### config.mk
export PLATFORM = sky130hd
export DESIGN_NAME = scope_frame_capture
export DESIGN_NICKNAME = d
export VERILOG_FILES = /design/src/rtl/scope_frame_capture.sv
export SDC_FILE = /design/constraint.sdc
export NUM_CORES = 1
export LEC_CHECK = 0
export ABC_CLOCK_PERIOD_IN_PS = 13710
export CAP_MARGIN = 20
export CORE_MARGIN = 5
export CORE_UTILIZATION = 40
export DETAILED_ROUTE_END_ITERATION = 16
export PLACE_DENSITY = 0.62
export SYNTH_ARGS = -nofsm -noshare
export SYNTH_HDL_FRONTEND = slang
export SYNTH_SLANG_ARGS = --single-unit
### constraint.sdc
create_clock -name clk -period 13.71 [get_ports clk]
set_clock_uncertainty 0.1 [all_clocks]
set_input_delay 3.4275 -clock clk [delete_from_list [all_inputs] [get_ports clk]]
set_output_delay 3.4275 -clock clk [all_outputs]
set_load 0.02 [all_outputs]
### src/rtl/scope_frame_capture.sv
// ADC capture front-end: gates and decimates the sample stream, optionally
// waits for a rising level trigger, and packs fixed-length frames onto AXIS.

module scope_frame_fifo #(
    parameter int WIDTH = 8,
    parameter int DEPTH = 16
) (
    input  logic             clk,
    input  logic             rst,
    input  logic             push,
    input  logic [WIDTH-1:0] wdata,
    input  logic             pop,
    output logic [WIDTH-1:0] rdata,
    output logic             empty,
    output logic             full
);

    localparam int PTR_W = $clog2(DEPTH);
    localparam logic [PTR_W:0] FULL_CNT = (PTR_W + 1)'(DEPTH);

    logic [WIDTH-1:0] mem [DEPTH];
    logic [PTR_W-1:0] wr_ptr;
    logic [PTR_W-1:0] rd_ptr;
    logic [PTR_W:0]   count;

    assign empty = (count == '0);
    assign full  = (count == FULL_CNT);
    assign rdata = mem[rd_ptr];

    always_ff @(posedge clk) begin
        if (push) begin
            mem[wr_ptr] <= wdata;
        end
    end

    always_ff @(posedge clk) begin
        if (rst) begin
            wr_ptr <= '0;
            rd_ptr <= '0;
            count  <= '0;
        end else begin
            if (push) begin
                wr_ptr <= wr_ptr + 1'b1;
            end
            if (pop) begin
                rd_ptr <= rd_ptr + 1'b1;
            end
            if (push && !pop) begin
                count <= count + 1'b1;
            end else if (pop && !push) begin
                count <= count - 1'b1;
            end
        end
    end

endmodule

module scope_frame_capture #(
    parameter int DATA_W     = 8,
    parameter int OUT_W      = 32,
    parameter int FRAME_LEN  = 1024,
    parameter int FIFO_DEPTH = 16,
    parameter int DEC_W      = 8
) (
    input  logic                         clk,
    input  logic                         rst,
    input  logic                         en,
    input  logic                         trig_mode,
    input  logic [DATA_W-1:0]            trig_level,
    input  logic [DEC_W-1:0]             decim,
    input  logic [DATA_W-1:0]            ad_data_in,
    output logic [DATA_W-1:0]            ad_data,
    output logic                         m_tvalid,
    input  logic                         m_tready,
    output logic [OUT_W-1:0]             m_tdata,
    output logic                         m_tlast,
    output logic [$clog2(FRAME_LEN)-1:0] m_tuser,
    output logic                         busy,
    output logic                         frame_done,
    output logic                         overflow
);

    localparam int IDX_W = $clog2(FRAME_LEN);
    localparam int ENT_W = 1 + IDX_W + DATA_W;
    localparam logic [IDX_W-1:0] LAST_IDX = IDX_W'(FRAME_LEN - 1);

    typedef enum logic [1:0] {
        IDLE,
        ARM,
        CAPTURE,
        DRAIN
    } state_t;

    state_t state;
    state_t state_nxt;

    logic [DATA_W-1:0] s_reg;
    logic [DATA_W-1:0] prev_s;
    logic [DEC_W-1:0]  dec_q;
    logic [DEC_W-1:0]  dec_q_nxt;
    logic [DEC_W-1:0]  dec_cnt;
    logic [DEC_W-1:0]  dec_cnt_nxt;
    logic [IDX_W-1:0]  idx;
    logic [IDX_W-1:0]  idx_nxt;
    logic              arm_first;
    logic              arm_first_nxt;

    logic              push_req;
    logic              push;
    logic              pop;
    logic              fifo_ok;
    logic              fifo_empty;
    logic              fifo_full;
    logic [ENT_W-1:0]  wr_ent;
    logic [ENT_W-1:0]  head;
    logic              trig_hit;

    // A full FIFO still accepts a write when the head leaves this cycle.
    assign pop     = m_tvalid & m_tready;
    assign fifo_ok = ~fifo_full | pop;
    assign push    = push_req & fifo_ok;
    assign wr_ent  = {(idx == LAST_IDX), idx, s_reg};

    assign trig_hit = ~arm_first
                    & (prev_s < trig_level)
                    & (s_reg >= trig_level);

    always_comb begin
        state_nxt     = state;
        dec_q_nxt     = dec_q;
        dec_cnt_nxt   = dec_cnt;
        idx_nxt       = idx;
        arm_first_nxt = 1'b0;
        push_req      = 1'b0;
        case (state)
            IDLE: begin
                if (en) begin
                    state_nxt     = trig_mode ? ARM : CAPTURE;
                    dec_q_nxt     = decim;
                    dec_cnt_nxt   = '0;
                    idx_nxt       = '0;
                    arm_first_nxt = 1'b1;
                end
            end
            ARM: begin
                if (!en) begin
                    state_nxt = IDLE;
                end else if (trig_hit) begin
                    push_req    = 1'b1;
                    state_nxt   = CAPTURE;
                    dec_q_nxt   = decim;
                    dec_cnt_nxt = (decim == '0) ? '0 : DEC_W'(1);
                    if (push) begin
                        idx_nxt = idx + 1'b1;
                    end
                end
            end
            CAPTURE: begin
                dec_cnt_nxt = (dec_cnt == dec_q) ? '0 : dec_cnt + 1'b1;
                if (dec_cnt == '0) begin
                    push_req = 1'b1;
                    // A dropped sample keeps its index for the next slot.
                    if (push) begin
                        idx_nxt = idx + 1'b1;
                        if (idx == LAST_IDX) begin
                            state_nxt = DRAIN;
                        end
                    end
                end
            end
            DRAIN: begin
                if (pop && m_tlast) begin
                    idx_nxt       = '0;
                    dec_cnt_nxt   = '0;
                    dec_q_nxt     = decim;
                    arm_first_nxt = 1'b1;
                    if (!en) begin
                        state_nxt = IDLE;
                    end else begin
                        state_nxt = trig_mode ? ARM : CAPTURE;
                    end
                end
            end
            default: begin
                state_nxt = IDLE;
            end
        endcase
    end

    always_ff @(posedge clk) begin
        if (rst) begin
            state     <= IDLE;
            dec_q     <= '0;
            dec_cnt   <= '0;
            idx       <= '0;
            arm_first <= 1'b0;
            s_reg     <= '0;
            prev_s    <= '0;
            ad_data   <= '0;
            overflow  <= 1'b0;
        end else begin
            state     <= state_nxt;
            dec_q     <= dec_q_nxt;
            dec_cnt   <= dec_cnt_nxt;
            idx       <= idx_nxt;
            arm_first <= arm_first_nxt;
            s_reg     <= ad_data_in;
            prev_s    <= s_reg;
            ad_data   <= en ? ad_data_in : '0;
            if (push_req && !fifo_ok) begin
                overflow <= 1'b1;
            end
        end
    end

    scope_frame_fifo #(
        .WIDTH (ENT_W),
        .DEPTH (FIFO_DEPTH)
    ) u_fifo (
        .clk   (clk),
        .rst   (rst),
        .push  (push),
        .wdata (wr_ent),
        .pop   (pop),
        .rdata (head),
        .empty (fifo_empty),
        .full  (fifo_full)
    );

    assign m_tvalid   = ~fifo_empty;
    assign m_tdata    = m_tvalid ? OUT_W'(head[DATA_W-1:0]) : '0;
    assign m_tuser    = m_tvalid ? head[DATA_W +: IDX_W] : '0;
    assign m_tlast    = m_tvalid & head[ENT_W-1];
    assign frame_done = pop & m_tlast;
    assign busy       = (state != IDLE);

endmodule
==> Yosys cells after proc, flatten, opt, wreduce, memory -nomap -nowiden <==
Memory sizes are Yosys's and may differ from the RTL's. A register that Yosys moved wholly into a read port is not among the register bits.
Cells that the tools add are included.
{ "op_classes": {"addsub": 6, "mul": 0, "div_mod_pow": 0, "order_cmp": 2, "eq_ne": 14, "n_shift": 0, "mux": 44, "bitwise": 11, "n_reduce_logical": 19} }
{ "ops": {"columns": ["cell", "count"], "rows": [
  ["8-bit two-way mux", 10],
  ["10-bit two-way mux", 7],
  ["10-bit case mux with 4 select lines", 1],
  ["8-bit case mux with 4 select lines", 1],
  ["8-bit case mux with 3 select lines", 1],
  ["2-bit two-way mux", 9],
  ["8-bit zero test", 2],
  ["10-bit by 1-bit adder with 10-bit output, second input constant", 1],
  ["10-bit equality test, second input constant", 1],
  ["5-bit two-way mux", 2],
  ["2-bit inequality test, second input constant", 5],
  ["5-bit AND reduction", 2],
  ["4-bit by 1-bit adder with 4-bit output, second input constant", 2],
  ["8-bit by 1-bit adder with 8-bit output, second input constant", 1],
  ["8-bit equality test", 1],
  ["8-bit >= comparator", 1],
  ["8-bit less-than comparator", 1],
  ["1-bit two-way mux", 8],
  ["4-bit two-way mux", 2],
  ["2-bit case mux with 4 select lines", 1],
  ["1-bit AND", 6],
  ["6-bit AND reduction", 1],
  ["5-bit by 1-bit adder with 5-bit output, second input constant", 1],
  ["5-bit equality test, second input constant", 1],
  ["other kinds (16)", 28]
]} }
{ "word_totals": {"regBits": 67, "latchBits": 0, "mem_bits_rw": 304, "rom_bits": 0, "input_bits": 29, "memories": 1} }
{ "mem_list": {"columns": ["memory", "depth", "width", "rd", "rd_ports_with_merged_regs", "write_ports", "line", "text"], "rows": [
  ["u_fifo.mem", 16, 19, 1, 1, 1, "21", "logic [WIDTH-1:0] mem [DEPTH];"]
]} }

==> Longest topological paths before layout <==
Gate-level depths: netlist (run 1).
{ "depth": {"ltp_word": 11, "mapped_depth": 16, "depth_no_buf": 16} }

==> Modules after synthesis <==
A second synthesis (run 1) with hierarchy kept.
{ "unflattened": {"cells_unflattened": 939, "area_unflattened_um2": 15458.6} }
{ "by_module_without_submodules": {"columns": ["mod", "n_inst", "cells_each", "area_per_inst_um2"], "rows": [
  ["scope_frame_fifo", 1, 573, 12284.3],
  ["scope_frame_capture", 1, 366, 3174.3]
]} }

==> Least setup slack after synthesis (run 1) <==
Ideal clock, no wire load.
{ "synth_timing": {"path_kind": "input to output", "start": "input port m_tready", "end": "output port frame_done", "arrival_time_ps": 3644, "slack_ps": 6539, "path_stages": 1, "path_buffers": 0, "path_cell_list": "and3_4"} }
{ "synth_between": {"elab_chain_len": 2} }
{ "synth_rtl": {"columns": ["element", "line", "text"], "rows": [
  ["from (decl)", "74", "input logic m_tready,"],
  ["1-bit AND", "119", "assign pop = m_tvalid & m_tready;"],
  ["1-bit AND", "234", "assign frame_done = pop & m_tlast;"],
  ["to (decl)", "79", "output logic frame_done,"]
]} }
No other way between the ends.

==> Worst setup path after layout (run 1) <==
Ends and elaborated chain as after synthesis.

==> results of run 1 <==
## placed cells by master, fill, tap and decap left out, types with 4 or more instances in the layout
cell type and instances:
edfxtp_1 304, mux4_2 86, dfxtp_1 67, clkdlybuf4s50_1 58, nor2_1 41, clkbuf_16 40, inv_1 33, ha_1 32
and2_1 27, conb_1 24, a21oi_1 21, nand2_1 19, nor2b_1 16, xnor2_1 15, buf_4 14, nand3_1 12
mux2i_1 12, o21ai_0 10, mux4_1 9, nor2_2 8, clkbuf_1 8, nand2b_1 7, xor2_1 7, clkinv_2 7
and3_1 6, nand4_1 5, nor2_4 5, nor4_1 5, clkinv_1 5, bufinv_16 5, a21o_1 4, nor3_1 4
nor3_2 4
## metrics by stage
stage / setup slack, ps / utilization, % / hold WS (ps)
4_1_cts: 5410 / 47.1 / 393
5_1_grt: 5380 / 47.2 / 421
6_report: 5430 / 47.2 / 396
2_1_floorplan: 6540 / - / 367
3_3_place_gp: 5450 / 43.7 / 382
3_5_place_dp: 5420 / 43.7 / 382
## power by group through the flow
stage | logic [mW] | clock network, mW | registers, mW
floorplan | 0.552 | 0 | 1.31
CTS | 0.723 | 1.07 | 1.33
global placement | 0.718 | 0 | 1.36
detailed placement | 0.720 | 0 | 1.36
finish | 0.707 | 1.05 | 1.33
global route | 0.769 | 1.12 | 1.34
## cells in the mapped netlist (all sizes together) (7+ instances only)
cell	instances
xnor2	15
buf	38
clkbuf	23
nand2b	7
mux4	95
xor2	7
nor3	9
and2	28
a21oi	22
and3	7
inv	33
nand2	19
mux2i	12
nand3	12
edfxtp	304
dfxtp	71
nor2	54
nor2b	17
ha	32
o21ai	10
## critical path, stage by stage
cell and delay (ps):
clkdlybuf4s50_1 490, and3_4 220, clkdlybuf4s50_1 620
## final cells by class
cell class / instances / area [µm²]
Clock buffer: 48 / 1030
Clock inverter: 22 / 249
Fill cell: 3274 / 20000
Inverter: 33 / 124
Multi-Input combinational cell: 433 / 4540
Sequential cell: 375 / 10600
Tap cell: 511 / 639
Timing Repair Buffer: 74 / 702
## path summary, 6_finish.rpt
path / startpoint / to / cells after the start / slack (ps)
setup / recovery: m_tready / frame_done / 3 / 5430
hold / removal: u_fifo.rd_ptr[1] / register / 2 / 400
setup reg to reg: s_reg[0] / u_fifo.count[4] / 15 / 9330
hold reg to reg: u_fifo.rd_ptr[1] / register / 2 / 400
## cell families (layout without fill, tap and decap cells)
family / Yosys count / count (layout) / synth area share (%)
AOI/OAI and AO/OA: 69 / 69 / 3.25
other: 1 / 24 / 0.0243
DFF: 375 / 375 / 68.5
and+or+nand+nor: 177 / 177 / 6.22
buffers and inverters: 94 / 177 / 3.06
xor gates and xnor gates: 22 / 22 / 1.25
adders and majority gates: 33 / 33 / 2.73
muxes: 108 / 108 / 15.0
## routing by layer
layer  GRT usage [%]  up-vias  wire length [µm]
met5               0        -                 0
met4            3.16        0               506
met3            2.29       46              1580
met2            24.6      198             15200
met1            22.7     4128             15000
li1                -     3543                 -
==> impl_metrics.py, run 1 <==
metrics = {
    "synthesis": {
        "yosysTopAreaCell": "edfxtp_1",
        "syn_inst": 879,
        "synthTopCellsByArea": "edfxtp_1 (59%), mux4_2 (13%), dfxtp_1 (9.2%), ha_1 (2.6%), mux4_1 (1.5%)",
        "avgSynthCellArea_um2": 17.5,
        "synth-async-reset-ratio_pct": 0,
        "syn-cell-area_um2": 15400,
        "yosysWarnings": 0,
        "synth-edff-count": 304,
        "synth_seq_cells": 375,
        "synth_seq_area_share_pct": 68.5,
        "yosysTopAreaCellShare_pct": 59.3,
        "synthFlopType": "edfxtp_1",
        "synth_cell_types": 65,
    },
    "timing": {
        "period_share_pct": 60.4,
        "setup_violations": 0,
        "maxSlewHeadroom_pct": 32.5,
        "maxSlewViolCount": 0,
        "setup_tns_ps": 0,
        "fmax_ghz": 0.121,
        "rsz0062_at_grt": "no",
        "hold_viol": 0,
        "worst_pin_slew_ps": 1010,
        "period_needed_ps": 8280,
    },
    "detailed_routing": {
        "ant_nets": 0,
        "drc_errors": 0,
        "wl_per_cell_um": 21.6,
        "dr.pass1.iters": 5,
        "drt_iter0_markers": 655,
        "vias": 7915,
        "viasPerCell": 5.29,
        "routed_wl_mm": 32.3,
    },
    "cts": {
        "tritoncts.num_buffers": 39,
        "cts_root_buf": "clkbuf_16",
        "cts_buffer_depth": 3,
        "cts_max_level": 2,
        "ctsHoldBuffers": 0,
        "cts_setup_buffers": 0,
        "path_clk_slew_ps": 60,
        "tritoncts": "done",
        "cts_resized": 0,
        "cts.sinks": 375,
        "clock_latency_ps": 520,
    },
    "place": {
        "place_hpwl_mm": 18.6,
        "place_congestion": 0.765,
        "dpl_cell_area_um2": 16600,
        "placedCellCount": 1425,
        "port_buffers": 59,
    },
    "worst_setup_path": {
        "cp-end-kind": "output port",
        "worstPathRequired_ps": 10180,
        "crit_arrival_ps": 4750,
        "startpoint_type": "input pin",
        "path_max_fanout": 3,
        "critPathKind": "input pin to output port",
    },
    "final_layout": {
        "fin_area_um2": 17800,
        "largest_reg_flops": 304,
        "n_antenna_cell": 0,
        "largestRegisters": "u_fifo.mem: 304 flops, idx: 10 flops",
        "fin_nets": 1018,
        "syn_to_final_growth_pct": 15.9,
        "drive_above_1_share_pct": 20.0,
        "final-instance-count-excl-fill": 1496,
        "top_register": "u_fifo.mem",
    },
    "power": {
        "p_int_mw": 2.25,
        "switching_share_pct": 27.1,
        "combPwrFrac_pct": 22.9,
        "clockPowerShare_pct": 34.1,
        "netSwitchingPower_uw": 837,
        "total_power_mw": 3.09,
        "ir_worst_vdd_mv": 0.113,
        "power_leakage_nw": 5.86,
        "power_density_nw_per_um2": 173,
        "seqPwrFrac_pct": 43.1,
    },
    "grt": {
        "globalRouteOverflowTotal": 0,
        "grt_pass1_vias": 8196,
        "grt_start_max_net_pins": 67,
        "grt_pass1_wl_mm": 49.5,
        "grtUsageTotal_pct": 15.4,
        "antenna_found_initial": 0,
    },
    "worst_hold_path": {
        "hold_class": "register to register",
    },
    "floorplanning": {
        "dieHeight_um": 206,
        "die-area_um2": 42500,
        "die_x_um": 206,
        "row_count": 71,
        "start_util_pct": 40.7,
        "boundaryPins": 84,
        "core_um2": 37800,
    },
    "run": {
        "maxCapViolations": 0,
    },
    "run_status": {
        "status": "complete, no violations",
    },
}
(Power assumes the default switching activity.)
==> run 2: changes to the inputs <==
--- a/config.mk
+++ b/config.mk
@@ -5,7 +5,7 @@
 export SDC_FILE = /design/constraint.sdc
 export NUM_CORES = 1
 export LEC_CHECK = 0
-export ABC_CLOCK_PERIOD_IN_PS = 13710
+export ABC_CLOCK_PERIOD_IN_PS = 8480
 export CAP_MARGIN = 20
 export CORE_MARGIN = 5
 export CORE_UTILIZATION = 40
==> constraint.sdc (replaced) <==
create_clock -name clk -period 8.48 [get_ports clk]
set_clock_uncertainty 0.1 [all_clocks]
set_input_delay 2.12 -clock clk [delete_from_list [all_inputs] [get_ports clk]]
set_output_delay 2.12 -clock clk [all_outputs]
set_load 0.02 [all_outputs]
==> impl_metrics.py, run 2 (synthesized netlist as in run 1, its figures left out) <==
metrics = {
    "cts": {
        "path_clk_slew_ps": 60,
        "cts_max_level": 2,
        "cts_resized": 0,
        "cts.sinks": 375,
        "tritoncts": "done",
        "cts_buffer_depth": 3,
        "clock_latency_ps": 520,
        "cts_root_buf": "clkbuf_16",
        "ctsHoldBuffers": 0,
        "cts_setup_buffers": 0,
        "tritoncts.num_buffers": 40,
    },
    "final_layout": {
        "syn_to_final_growth_pct": 16.1,
        "final_cell_mix": "edfxtp_1 (304), mux4_2 (86), dfxtp_1 (68)",
        "drive_above_1_share_pct": 20.4,
        "final_common_cell": "edfxtp_1",
        "n_fill_cell": 3263,
        "fin_util_pct": 47.3,
        "n_antenna_cell": 0,
        "fin_nets": 1027,
        "largest_reg_flops": 304,
        "top_register": "u_fifo.mem",
        "largestRegisters": "u_fifo.mem: 304 flops, idx: 10 flops",
    },
    "floorplanning": {
        "boundaryPins": 84,
        "core_um2": 37800,
        "die_x_um": 206,
        "dieHeight_um": 206,
        "die-area_um2": 42500,
        "start_util_pct": 40.7,
        "row_count": 71,
    },
    "worst_setup_path": {
        "worstPathRequired_ps": 6260,
        "crit_arrival_ps": 3840,
        "startpoint_type": "register",
        "cp_num_buf_inv": 2,
        "path_max_fanout": 43,
        "cpLargestDelayFamily": "buffers and inverters",
        "critPathKind": "register to output port",
        "cp_slowest_cell": "dfxtp_2",
        "cp-end-kind": "output port",
        "slowest_delay_ps": 930,
        "crit_chain": "buf_4 -> mux4_2 -> mux4_1 -> and2_1 -> clkdlybuf4s50_1",
    },
    "place": {
        "place_hpwl_mm": 19.8,
        "place_congestion": 0.738,
        "port_buffers": 59,
    },
    "timing": {
        "worst_pin_slew_ps": 1030,
        "period_share_pct": 71.4,
        "maxSlewViolCount": 0,
        "setup_tns_ps": 0,
        "fmax_ghz": 0.165,
        "rsz0062_at_grt": "no",
        "hold_viol": 0,
        "period_needed_ps": 6060,
        "setup_violations": 0,
        "maxSlewHeadroom_pct": 30.7,
    },
    "power": {
        "power_leakage_nw": 5.88,
        "power_density_nw_per_um2": 279,
        "ir_worst_vdd_mv": 0.185,
    },
    "grt": {
        "grtUsageTotal_pct": 15.7,
        "grt_pass1_wl_mm": 50.2,
        "grt_pass1_vias": 8227,
        "antenna_found_initial": 0,
        "grt_start_max_net_pins": 60,
        "globalRouteOverflowTotal": 0,
    },
    "run": {
        "maxCapViolations": 0,
    },
    "run_status": {
        "status": "complete, no violations",
    },
    "detailed_routing": {
        "drt_iter0_markers": 637,
        "dr.pass1.iters": 4,
        "ant_nets": 0,
        "drc_errors": 0,
        "viasPerCell": 5.29,
        "routed_wl_mm": 32.7,
        "wl_per_cell_um": 21.7,
        "vias": 7969,
    },
    "worst_hold_path": {
        "hold_class": "register to register",
    },
}
==> run 2: cell types whose count changed in the layout (fill, tap and decap cells not counted), sizes merged <==
cell / change
buf: +8
bufinv: -1
clkbuf: +1
clkinvlp: +1
inv: +1
==> run 2: worst paths after layout <==
kind,cells after the start,end,start,slack [ps]
worst max-delay path,5,m_tdata[2],register,2420
worst min-delay path,2,register,u_fifo.rd_ptr[1],400
worst max register to register,10,u_fifo.mem[1][3],s_reg[0],4090
worst min register to register,2,register,u_fifo.rd_ptr[1],400
==> run 2: power by group <==
part | internal (mW) | switching [mW] | leakage (nW)
registers | 2.04 | 0.0893 | 3.34
clock network | 0.996 | 0.688 | 0.607
logic | 0.581 | 0.594 | 1.93
total | 3.62 | 1.37 | 5.88
==> run 2: final cells by class <==
type	count	area, µm²	area share, %
sequential	375	10600	59.0
multi-input combinational	433	4520	25.2
clock buffer	49	1030	5.78
timing repair buffer	82	778	4.35
tap	511	639	3.57
clock inverter	23	239	1.34
inverter	33	124	0.693
==> run 2: per-layer routing <==
layer / GRT usage, % / wire (µm)
met2: 24.4 / 15300
met1: 23.6 / 15200
met4: 3.64 / 609
met5: 0 / 0
met3: 2.37 / 1690
==> run 2: worst register-to-register path: stages (launching register included) <==
cell	delay (ps)
dfxtp_1	700
inv_1	140
ha_1	300
nand2b_1	90
a2111oi_0	130
o31ai_1	460
nand2b_1	170
a21oi_1	510
nand2_1	270
nor3_2	830
buf_4	390
==> run 2: metrics by stage <==
step	hold slack, ps	power, mW	instance area, µm²	setup slack [ps]	std cells
2_1_floorplan	367	3.00	15500	2740	902
3_3_place_gp	385	3.37	16600	2220	1433
3_5_place_dp	386	3.37	16600	2080	1434
4_1_cts	413	5.06	17900	2330	1506
5_1_grt	444	5.24	17900	2250	1506
6_report	401	4.99	17900	2420	1506
==> run 3: changes to the inputs <==
--- a/config.mk
+++ b/config.mk
@@ -5,12 +5,12 @@
 export SDC_FILE = /design/constraint.sdc
 export NUM_CORES = 1
 export LEC_CHECK = 0
-export ABC_CLOCK_PERIOD_IN_PS = 8480
+export ABC_CLOCK_PERIOD_IN_PS = 5100
 export CAP_MARGIN = 20
 export CORE_MARGIN = 5
 export CORE_UTILIZATION = 40
 export DETAILED_ROUTE_END_ITERATION = 16
-export PLACE_DENSITY = 0.62
+export PLACE_DENSITY = 0.64
 export SYNTH_ARGS = -nofsm -noshare
 export SYNTH_HDL_FRONTEND = slang
 export SYNTH_SLANG_ARGS = --single-unit
==> constraint.sdc (replaced) <==
create_clock -name clk -period 5.1 [get_ports clk]
set_clock_uncertainty 0.1 [all_clocks]
set_input_delay 1.275 -clock clk [delete_from_list [all_inputs] [get_ports clk]]
set_output_delay 1.275 -clock clk [all_outputs]
set_load 0.02 [all_outputs]
==> impl_metrics.py, run 3 (synthesized netlist as in run 1, its figures left out) <==
metrics = {
    "final_layout": {
        "drive_above_1_share_pct": 22.0,
        "largest_reg_flops": 304,
        "final_cell_mix": "edfxtp_1 (304), mux4_2 (86), dfxtp_1 (69)",
        "n_fill_cell": 3227,
        "fin_nets": 1039,
        "largestRegisters": "u_fifo.mem: 304 flops, idx: 10 flops",
        "fin_area_um2": 18100,
        "n_antenna_cell": 0,
        "syn_to_final_growth_pct": 17.6,
        "final_common_cell": "edfxtp_1",
        "top_register": "u_fifo.mem",
    },
    "detailed_routing": {
        "routed_wl_mm": 31.9,
        "drt_iter0_markers": 567,
        "ant_nets": 0,
        "wl_per_cell_um": 21.0,
        "viasPerCell": 5.24,
        "drc_errors": 0,
        "dr.pass1.iters": 5,
        "vias": 7954,
    },
    "cts": {
        "ctsHoldBuffers": 0,
        "cts_resized": 0,
        "tritoncts.num_buffers": 39,
        "cts_root_buf": "clkbuf_16",
        "cts_setup_buffers": 0,
        "path_clk_slew_ps": 60,
        "cts_max_level": 2,
        "cts.sinks": 375,
        "cts_buffer_depth": 3,
        "clock_latency_ps": 530,
        "tritoncts": "done",
    },
    "floorplanning": {
        "boundaryPins": 84,
        "die-area_um2": 42500,
        "die_x_um": 206,
        "core_um2": 37800,
        "dieHeight_um": 206,
        "start_util_pct": 40.7,
        "row_count": 71,
    },
    "timing": {
        "fmax_ghz": 0.213,
        "maxSlewHeadroom_pct": 49.2,
        "setup_violations": 0,
        "period_share_pct": 92.1,
        "setup_tns_ps": 0,
        "rsz0062_at_grt": "no",
        "worst_pin_slew_ps": 759,
        "maxSlewViolCount": 0,
        "period_needed_ps": 4700,
        "hold_viol": 0,
    },
    "place": {
        "port_buffers": 59,
        "place_congestion": 0.797,
        "place_hpwl_mm": 19.1,
        "dpl_cell_area_um2": 16700,
    },
    "power": {
        "power_leakage_nw": 6.03,
        "power_density_nw_per_um2": 470,
        "total_power_mw": 8.52,
        "ir_worst_vdd_mv": 0.298,
    },
    "grt": {
        "grtUsageTotal_pct": 15.2,
        "grt_start_max_net_pins": 74,
        "globalRouteOverflowTotal": 0,
        "grt_pass1_vias": 8191,
        "grt_pass1_wl_mm": 49.1,
        "antenna_found_initial": 0,
    },
    "worst_setup_path": {
        "cp-end-kind": "output port",
        "rrSetupSlack_ps": 970,
        "critPathKind": "register to output port",
        "path_max_fanout": 10,
        "worstPathRequired_ps": 3720,
        "startpoint_type": "register",
        "crit_arrival_ps": 3320,
    },
    "worst_hold_path": {
        "hold_class": "register to register",
    },
    "run": {
        "maxCapViolations": 0,
    },
    "run_status": {
        "status": "complete, no violations",
    },
}
[run 3: cell count changes in the layout (fill, tap and decap cells not counted), sizes merged]
| cell | change |
|---|---|
| bufinv | +3 |
| clkinv | +1 |
| clkbuf | -2 |
| clkinvlp | -3 |
| buf | +13 |
[run 3: through the flow]
| step | setup WS, ps | instances | hold WS (ps) | util, % |
|---|---|---|---|---|
| finish | 405 | 1518 | 408 | 47.9 |
| global route | 243 | 1518 | 451 | 47.9 |
| CTS | 335 | 1518 | 404 | 47.9 |
| detailed placement | 106 | 1447 | 394 | 44.2 |
| global placement | 171 | 1447 | 380 | 44.2 |
| floorplan | 201 | 902 | 367 | - |
[run 3: metal layers]
metal  track usage, %  up-vias  share of wire (%)
li1                 -     3593                  -
met1             21.6     4134                 44
met2             24.9      188                 49
met3             2.78       39                5.0
met4             3.26        0                1.7
met5                0        -                  0
[run 3: path summary, 6_finish.rpt]
check / cells past startpoint / from / to
setup / recovery: 4 / register / frame_done
hold / removal: 2 / u_fifo.rd_ptr[1] / register
setup reg to reg: 17 / s_reg[0] / u_fifo.count[4]
hold reg to reg: 2 / u_fifo.rd_ptr[1] / register
[run 3: critical path, cell delays in order (launching register included)]
cell	delay (ps)
dfxtp_1	760
mux4_1	670
mux4_2	570
and3_4	250
clkdlybuf4s50_1	540
[run 3: area by class of cell]
class / count / area (µm²) / share of cell area (%)
flip-flops and latches: 375 / 10600 / 58.3
multi-input cells: 433 / 4520 / 24.9
clock buffers: 47 / 1060 / 5.84
repair buffers: 95 / 906 / 5.00
well taps: 511 / 639 / 3.53
clock inverters: 24 / 312 / 1.72
inverters: 33 / 124 / 0.684
[run 3: power breakdown]
group	switching (mW)	internal [mW]
clock	1.14	1.84
sequential	0.127	3.40
combinational	1.00	1.01
total	2.27	6.25
